==> config.mk <==
export PLATFORM = sky130hd
export DESIGN_NAME = counter_up_dn_mod_flat
export DESIGN_NICKNAME = d
export VERILOG_FILES = /design/src/rtl/counter_up_dn_mod_if.sv /design/src/rtl/counter_up_dn_mod.sv /design/src/flat_wrapper.sv
export SDC_FILE = /design/constraint.sdc
export NUM_CORES = 1
export LEC_CHECK = 0
export ABC_AREA = 1
export CAP_MARGIN = 10
export CORE_UTILIZATION = 54
export CTS_CLUSTER_SIZE = 25
export DETAILED_ROUTE_END_ITERATION = 6
export PLACE_DENSITY = 0.85
export SYNTH_ARGS = -nofsm -noshare
export SYNTH_HDL_FRONTEND = slang
export SYNTH_SLANG_ARGS = --single-unit
==> constraint.sdc <==
create_clock -name clk -period 4.6 [get_ports clk]
set_clock_uncertainty 0.15 [all_clocks]
set_input_delay 0.92 -clock clk [delete_from_list [all_inputs] [get_ports clk]]
set_output_delay 0.92 -clock clk [all_outputs]
set_load 0.01 [all_outputs]
==> src/rtl/counter_up_dn_mod_if.sv <==
// Control and status bundle for counter_up_dn_mod. The master drives
// count controls; the slave (the counter) returns q, dir and tc.
interface counter_up_dn_mod_if #(
  parameter int WIDTH = 4
);
  logic             en;
  logic             u_d;
  logic [1:0]       mode;
  logic [WIDTH-1:0] lim;
  logic             ld;
  logic [WIDTH-1:0] d;
  logic [WIDTH-1:0] q;
  logic             dir;
  logic             tc;

  modport master (
    output en, u_d, mode, lim, ld, d,
    input  q, dir, tc
  );

  modport slave (
    input  en, u_d, mode, lim, ld, d,
    output q, dir, tc
  );
endinterface

==> src/rtl/counter_up_dn_mod.sv <==
// Up/down counter over 0..lim with wrap, saturate, bounce and hold modes,
// synchronous load and a registered terminal-count pulse for cascading.
module counter_up_dn_mod #(
  parameter int WIDTH = 4
) (
  input  logic                 clk,
  input  logic                 r,
  counter_up_dn_mod_if.slave   bus
);

  typedef enum logic [1:0] {
    MODE_WRAP   = 2'b00,
    MODE_SAT    = 2'b01,
    MODE_BOUNCE = 2'b10,
    MODE_HOLD   = 2'b11
  } mode_t;

  localparam logic [WIDTH-1:0] ONE = WIDTH'(1);

  mode_t            mode_sel;
  logic [WIDTH-1:0] q_r, q_nxt;
  logic             dir_r, dir_nxt;
  logic             tc_r, tc_nxt;
  logic             step_up;
  logic             out_of_range;
  logic             boundary;

  assign mode_sel = mode_t'(bus.mode);

  // Bounce keeps its own direction; every other mode follows u_d directly.
  assign step_up      = (mode_sel == MODE_BOUNCE) ? dir_r : bus.u_d;
  assign out_of_range = (q_r > bus.lim);
  assign boundary     = !out_of_range &&
                        (step_up ? (q_r == bus.lim) : (q_r == '0));

  // NOTE: every always_comb output gets a default first so no path can
  // leave it unassigned and infer a latch.
  always_comb begin
    q_nxt   = q_r;
    dir_nxt = (mode_sel == MODE_BOUNCE) ? dir_r : bus.u_d;
    tc_nxt  = 1'b0;

    if (bus.ld) begin
      q_nxt   = (bus.d > bus.lim) ? bus.lim : bus.d;
      dir_nxt = bus.u_d;
    end else if (bus.en && (mode_sel != MODE_HOLD)) begin
      if (out_of_range) begin
        // lim was lowered beneath q: snap to the new ceiling, no pulse.
        q_nxt = bus.lim;
      end else if (!boundary) begin
        q_nxt = step_up ? (q_r + ONE) : (q_r - ONE);
      end else begin
        tc_nxt = 1'b1;
        case (mode_sel)
          MODE_WRAP: q_nxt = step_up ? '0 : bus.lim;
          MODE_SAT:  q_nxt = q_r;
          MODE_BOUNCE: begin
            dir_nxt = !dir_r;
            // With lim==0 there is nowhere to reflect to, so q stays 0.
            if (bus.lim == '0) begin
              q_nxt = '0;
            end else begin
              q_nxt = step_up ? (bus.lim - ONE) : ONE;
            end
          end
          default:   q_nxt = q_r;
        endcase
      end
    end
  end

  // NOTE: sequential state uses non-blocking assignments so all registers
  // update together from values sampled before the edge.
  always_ff @(posedge clk) begin
    if (!r) begin
      q_r   <= '0;
      dir_r <= 1'b1;
      tc_r  <= 1'b0;
    end else begin
      q_r   <= q_nxt;
      dir_r <= dir_nxt;
      tc_r  <= tc_nxt;
    end
  end

  assign bus.q   = q_r;
  assign bus.dir = dir_r;
  assign bus.tc  = tc_r;

endmodule

==> src/flat_wrapper.sv <==
// flat-port wrapper written by rule: the top's interface ports become plain ports
module counter_up_dn_mod_flat 
#(
  parameter int WIDTH = 4
)
  (clk, r, bus_en, bus_u_d, bus_mode, bus_lim, bus_ld, bus_d, bus_q, bus_dir, bus_tc);
  counter_up_dn_mod_if #(.WIDTH(WIDTH)) bus_i ();
  input  logic clk;
  input  logic r;
  input wire logic [$bits(bus_i.en)-1:0] bus_en;
  input wire logic [$bits(bus_i.u_d)-1:0] bus_u_d;
  input wire logic [$bits(bus_i.mode)-1:0] bus_mode;
  input wire logic [$bits(bus_i.lim)-1:0] bus_lim;
  input wire logic [$bits(bus_i.ld)-1:0] bus_ld;
  input wire logic [$bits(bus_i.d)-1:0] bus_d;
  output wire logic [$bits(bus_i.q)-1:0] bus_q;
  output wire logic [$bits(bus_i.dir)-1:0] bus_dir;
  output wire logic [$bits(bus_i.tc)-1:0] bus_tc;
  assign bus_i.en = bus_en;
  assign bus_i.u_d = bus_u_d;
  assign bus_i.mode = bus_mode;
  assign bus_i.lim = bus_lim;
  assign bus_i.ld = bus_ld;
  assign bus_i.d = bus_d;
  assign bus_q = bus_i.q;
  assign bus_dir = bus_i.dir;
  assign bus_tc = bus_i.tc;
  counter_up_dn_mod #(.WIDTH(WIDTH)) u_core (.clk(clk), .r(r), .bus(bus_i));
endmodule
==> results <==
- The die covers 1970 µm².
- The critical path's largest stage delay is 0.49 ns.
- The final-stage net count is 210.
- The filler cell count is 126.
- The flow ran to the end, and the final reports show no timing, DRC or antenna violations.
- The worst-margin pin slew is 0.349 ns.
- Clock tree synthesis inserted a total of 3 buffers.
- The share of total power dissipated in the clock network is 15.7%.
- The number of buffers inserted by port buffering is 20.
- The switching power summed over all nets is 0.140 mW.
- The pre-antenna-repair detailed-routing pass consisted of 4 iterations.
- Counting flops with a built-in enable in the synthesized netlist gives 0.
- Averaged over all synthesized cells, the footprint is 6.11 µm².
- At the end of the flow the core is filled with cells to 76.8%.
- The initial utilization of the core area, before any placement, comes to 60.9%.
- Measured along the x axis, the die boundary spans 44.4 µm.
- The clock net in this run drives a total of 6 sinks.
- For the final routed database, the setup TNS stands at 0 ns.
- The initial antenna violation count was 0.
- The critical path starts at bus_lim[1].
- TritonCTS built the clock tree.
- Routability-driven placement finished with a final weighted congestion of 0.939.
- The via count of the first global-routing pass is 1129.
- Of all nets on the critical path, the largest fanout is 7.
- The power per cell area is 248 nW/µm².
- After synthesis the netlist holds a flip-flop and latch count of 6.
- The wire length of the first global-routing pass is 4710 µm.
- With fillers left out, the area of the finished cells amounts to 1220 µm².
- In this run the critical register-to-register path is launched from u_core.bus.q[1]$_SDFFE_PN0P_.
- Net switching is 46.1% of the power.
- The maximum number of pins on one net before global-route repair is 10.
- Walking the worst path, the cells encountered are clkdlybuf4s50_1 > inv_1 > ha_1 > inv_1 > nor2_1 > o21ai_0 > nand2_1 > nand2_1 > inv_2 > nor2_4 > nand3_2 > nand2_4 > inv_2 > o21ai_1 > nor2_1.
- The hold slack is 0.537 ns.
- The final count of hold timing violations came to 0.
- Registers are responsible for 24.6% of the overall power.
- The number of nets in the synthesized netlist is 185.
- The clock slew seen by the registers of the worst setup and hold paths is 0.05 ns.
- Sorting the synthesized cells by how often they occur yields sky130_fd_sc_hd__nand2_1, sky130_fd_sc_hd__inv_1, sky130_fd_sc_hd__a21oi_1, sky130_fd_sc_hd__nand3_1, sky130_fd_sc_hd__o21ai_0.
- For this design, the CTS-stage hold fixing added 0 buffers.
- The final critical path takes up 66.3% of the cycle.
- The class of the tightest hold or removal check is register to register.
- Global routing used 32.1% of the available tracks across all layers.
- The buffer and inverter count on the worst path is 5.
- After clock tree synthesis, the setup repair step added 0 buffers.
- The repair_antennas step left the layout with diodes totalling 0.
- The H-tree depth is 1.
- The startpoint of the lowest-slack hold path is u_core.bus.q[3]$_SDFFE_PN0P_.
- The worst setup path is launched from an input pin.
- The tool flagged a number of max-cap violations equal to 0.
- Among all flip-flop cells after synthesis, the most frequent one is sky130_fd_sc_hd__dfxtp_1.
- The slowest cell on the critical path is sky130_fd_sc_hd__clkdlybuf4s50_1.
- The clock tree buffer depth is 2.
- The cell area that synthesis handed to floorplanning was 971 µm².
- Wires add up to 2660 µm.
- Setup violations remaining at the end of the flow were counted as 0.
- The peak clock frequency supported by timing is 328 MHz.
- Sorting the synthesized cells by area gives the leading types as sky130_fd_sc_hd__nand2_1, sky130_fd_sc_hd__ha_1, sky130_fd_sc_hd__dfxtp_1.
- sky130_fd_sc_hd__nand2_1 is the most common cell in the netlist.
- The data required time of the critical path is 4.58 ns.
- The clock period could shrink to 3.05 ns.
- The root buffer cell chosen for the clock tree is sky130_fd_sc_hd__clkbuf_4.
- The worst slew margin relative to its limit is 76.7%.
- The final routed DRC violation total is 0.
- Setup repair after global routing left no endpoint under its margin.
- VDD sags by at most 0.000220 V.
- In this run the biggest area consumer among cell types represents 15.5% of the synthesized area.
- The floorplan has 14 rows.
- The routed layout has 1115 vias.
- The sequential fraction of the synthesis area is 12.4%.
- The most area-hungry cell type in the Yosys netlist is sky130_fd_sc_hd__nand2_1.
- For this design the top-level I/O count stands at 21.
- After detailed routing, the number of vias per cell comes to 5.41.
- The number of resized instances in the post-cts repair step is 0.
- In the final routed layout, each cell accounts on average for 12.9 µm.
- The type of destination of the critical path is a register.
- After technology mapping, the gate count stands at 159.
- The placed wire-length estimate after detailed placement is 2180 µm.
- The leakage dissipation is 0.625 nW.
- After global routing the overflow that remains totals 0.
- Clock latency on the worst-skew pair, taken at its later pin, is 0.24 ns.
- The distinct cell type count after synthesis is 22.
- Measured along the y axis, the die boundary spans 44.4 µm.
- After the first detailed-routing iteration, the DRC count stood at 55.
- The classification of the worst setup path is input pin to register.
- From synthesis to final layout, the design area changed by 26.0%.
- The number of warnings printed during yosys synthesis is 0.
- The number of pins with negative max-slew slack in the final report is 0.
- After synthesis, the share of flip-flops with an asynchronous set or reset is 0%.
- The worst path arrival time is 3.02 ns.
- The kind of cell adding the most delay to the critical path is buffers and inverters.
- The core region is 1590 µm².
- In this run the remaining antenna-violating nets after routing total 0.
- After detailed placement, the total cell area comes to 1200 µm².
- The share of total power in combinational logic is 59.6%.
- The internal portion of the total power is 0.163 mW.
- In the final layout, the share of cells above drive strength 1 is 11.0%.
## power groups by stage
stage	registers [mW]	logic, mW	clock network, mW
floorplan	0.0733	0.120	0
global placement	0.0746	0.172	0
detailed placement	0.0755	0.178	0
CTS	0.0745	0.179	0.0486
global route	0.0755	0.205	0.0525
finish	0.0747	0.181	0.0477
## routing by layer
metal | up-vias | GRT usage (%) | routed length (µm)
met5 | - | 0 | 0
met4 | 0 | 6.06 | 37
met3 | 6 | 3.27 | 110
met2 | 29 | 57.4 | 1290
met1 | 507 | 41.8 | 1220
li1 | 573 | - | -
## stage by stage
stage	instances	setup WS [ns]	total power, mW
2_1_floorplan	159	2.07	0.193
3_3_place_gp	203	1.43	0.247
3_5_place_dp	203	1.38	0.253
4_1_cts	206	1.62	0.302
5_1_grt	206	1.32	0.333
6_report	206	1.55	0.303
## final timing paths
check	to	slack, ns	cells past startpoint
setup / recovery	u_core.bus.q[0]$_SDFFE_PN0P_	1.55	15
hold / removal	u_core.bus.q[3]$_SDFFE_PN0P_	0.54	4
setup reg to reg	u_core.bus.q[0]$_SDFFE_PN0P_	2.36	13
hold reg to reg	u_core.bus.q[3]$_SDFFE_PN0P_	0.54	4
## worst min-delay path: stages, from the launching register on
cell,delay [ns]
sky130_fd_sc_hd__dfxtp_1,0.40
sky130_fd_sc_hd__inv_1,0.09
sky130_fd_sc_hd__nand2_1,0.05
sky130_fd_sc_hd__nand2_1,0.06
sky130_fd_sc_hd__a21oi_2,0.03
## cells in the final DEF (no fill, tap or decap)
cell                              count
sky130_fd_sc_hd__nand2_1             40
sky130_fd_sc_hd__inv_1               24
sky130_fd_sc_hd__clkdlybuf4s50_1     20
sky130_fd_sc_hd__nand3_1             13
sky130_fd_sc_hd__o21ai_0             13
sky130_fd_sc_hd__a21oi_1             13
sky130_fd_sc_hd__ha_1                11
sky130_fd_sc_hd__nor2_1              10
sky130_fd_sc_hd__dfxtp_1              6
sky130_fd_sc_hd__nand2_4              5
sky130_fd_sc_hd__inv_2                3
sky130_fd_sc_hd__o211ai_1             3
sky130_fd_sc_hd__xor2_1               3
sky130_fd_sc_hd__clkbuf_4             3
sky130_fd_sc_hd__nand3_2              2
sky130_fd_sc_hd__o21ai_2              2
sky130_fd_sc_hd__nand2_2              2
sky130_fd_sc_hd__nand4_1              2
sky130_fd_sc_hd__o21ai_1              2
sky130_fd_sc_hd__nor4_4               1
sky130_fd_sc_hd__clkinv_1             1
sky130_fd_sc_hd__nor2_4               1
sky130_fd_sc_hd__a21oi_2              1
sky130_fd_sc_hd__o22ai_1              1
## registers in the layout (all words and copies together), names as in the netlist
register	flops
u_core.bus.tc	1
u_core.bus.q	4
u_core.bus.dir	1
## logic make-up after synthesis
| group | share of synthesized area (%) |
|---|---|
| xor+xnor | 2.71 |
| compound gates | 20.1 |
| fa+ha+maj | 14.2 |
| flops | 12.4 |
| simple gates | 39.8 |
| buf+inv | 10.8 |
## layout make-up
| cell class | count | area (µm²) | area share, % |
|---|---|---|---|
| multi-input combinational | 125 | 746 | 60.9 |
| timing repair buffer | 20 | 200 | 16.4 |
| sequential | 6 | 120 | 9.82 |
| inverter | 28 | 105 | 8.59 |
| tap | 24 | 30.0 | 2.45 |
| clock buffer | 3 | 22.5 | 1.84 |
No activity file was read; power rests on OpenSTA's default activity.
==> variant (same settings) <==
`WIDTH` is set to 4 in 3 places; all go to 6.
--- a/src/rtl/counter_up_dn_mod_if.sv
+++ b/src/rtl/counter_up_dn_mod_if.sv
@@ -1,7 +1,7 @@
 // Control and status bundle for counter_up_dn_mod. The master drives
 // count controls; the slave (the counter) returns q, dir and tc.
 interface counter_up_dn_mod_if #(
-  parameter int WIDTH = 4
+  parameter int WIDTH = 6
 );
   logic             en;
   logic             u_d;
--- a/src/rtl/counter_up_dn_mod.sv
+++ b/src/rtl/counter_up_dn_mod.sv
@@ -1,7 +1,7 @@
 // Up/down counter over 0..lim with wrap, saturate, bounce and hold modes,
 // synchronous load and a registered terminal-count pulse for cascading.
 module counter_up_dn_mod #(
-  parameter int WIDTH = 4
+  parameter int WIDTH = 6
 ) (
   input  logic                 clk,
   input  logic                 r,
--- a/src/flat_wrapper.sv
+++ b/src/flat_wrapper.sv
@@ -1,7 +1,7 @@
 // flat-port wrapper written by rule: the top's interface ports become plain ports
 module counter_up_dn_mod_flat 
 #(
-  parameter int WIDTH = 4
+  parameter int WIDTH = 6
 )
   (clk, r, bus_en, bus_u_d, bus_mode, bus_lim, bus_ld, bus_d, bus_q, bus_dir, bus_tc);
   counter_up_dn_mod_if #(.WIDTH(WIDTH)) bus_i ();
Ports: changed (resized bus_d, bus_lim and bus_q); port bits go from 21 to 27. The function was not compared with the original's and may differ.
==> variant against the original RTL <==
  * Sequential cell count grew 2
  * Count of clock-buffer cells in the layout is the same
  * Maximum frequency shrank 2.8%
  * Area after synthesis grew 40%
  * Design area grew 37%
  * Total power grew 27%
  * Worst setup slack lost 0.088 ns
  * Cell count grew 38%
  * Routed wire length grew 38%
  * Critical path type unchanged
==> variant: results (changes against the original RTL) <==
outcome: "complete, no violations"
grt_first_pass_wirelength_um: 6110  # +30%
buffers_excl_clock: 26  # +30%
top_layer_used: "met4"
gp_congestion: 1.00  # +6.6%
drtIter0Drc: 89  # +62%
hold_ws_ns: 0.477  # -0.0600 ns
grt.total_usage_pct: 30.3  # -1.8 points
syn_inst: 227  # +43%
first_pass_iters: 5  # +1
fin_ws_ns: 1.46  # -0.0884 ns
p_clk_share_pct: 14.4  # -1.3 points
path_delay_family: "simple AND/OR/NAND/NOR gates"
finalWirelength_um: 3680  # +38%
nMultiInputCombCells: 187  # +50%
met3WireLength_um: 337  # +210%
min_path_cells: 2  # -2
wl_met1_um: 1640  # +34%
ys_async_sr_fraction_pct: 0  # unchanged
synth-seq-cells: 8  # +2
grtUsageMet2_pct: 50.6  # -6.7 points
wl_met2_um: 1680  # +30%
regToRegSetupSlack_ns: 2.41  # +0.05 ns
whs_endpoint: "u_core.bus.q[1]"
p_sw_share_pct: 46.8  # +0.64 points
ys_types: 27  # +23%
vdd_drop_max_uv: 226  # +2.9%
clock_area_share_pct: 1.35  # -0.50 points
synthTopCellsByCount: "nand2_1, inv_1, nand3_1"
fill_cells: 189  # +50%
cp_max_fo: 6  # -1
fin_nets: 292  # +39%
multi_input_area_um2: 1080  # +44%
non_clock_inverter_count: 32  # +14%
reg2reg_depth: 10  # -3
met3_usage_pct: 6.14  # +2.9 points
synth_top_flop_cell: "dfxtp_1"
pre_cts_ws_ns: 1.30  # -0.0837 ns
grt_pass1_vias: 1384  # +23%
cp-endpoint: "u_core.bus.q[4]"
holdCritStartpoint: "u_core.bus.q[1]"
port_buffers: 26  # +30%
ys_seq_area_share_pct: 11.8  # -0.56 points
p_leak_nw: 0.849  # +36%
clk_latency_ns: 0.26  # +0.02 ns
largest_register_ffs: 6  # +2
synth_fp_nets: 261  # +41%
layout-drive-gt1-share_pct: 10.2  # -0.83 points
use_met1_pct: 40.4  # -1.4 points
layout.nonclk_buf_share_pct: 15.5  # -0.81 points
seqCellArea_um2: 160  # +33%
stdcell_count: 284  # +38%
maxSlewHeadroom_pct: 79.6  # +2.9 points
worstPathArrival_ns: 3.17  # +0.15 ns
yosys-top-cells-area: "nand2_1, ha_1, dfxtp_1, nand3_1, inv_1"
dp_hpwl_um: 3050  # +40%
-- variant: through the flow --
stage / cell area (um2) / total power [mW] / util (%)
2_1_floorplan: 1360 / 0.249 / -
3_3_place_gp: 1650 / 0.326 / 71.9
3_5_place_dp: 1650 / 0.326 / 71.9
4_1_cts: 1670 / 0.382 / 72.9
5_1_grt: 1670 / 0.419 / 72.9
6_report: 1670 / 0.386 / 72.9
-- variant: power by group through the flow --
stage	Clock, mW	Combinational (mW)	Sequential, mW
detailed placement	0	0.233	0.0939
global route	0.0609	0.265	0.0938
global placement	0	0.232	0.0940
finish	0.0556	0.238	0.0928
floorplan	0	0.155	0.0939
CTS	0.0559	0.234	0.0924
-- variant: cell families after synthesis --
| group | after synthesis | share of synthesized area (%) |
|---|---|---|
| compound gates | 39 | 16.3 |
| fa+ha+maj | 15 | 13.8 |
| simple gates | 128 | 45.9 |
| xor+xnor | 5 | 3.23 |
| flops | 8 | 11.8 |
| buf+inv | 32 | 8.86 |
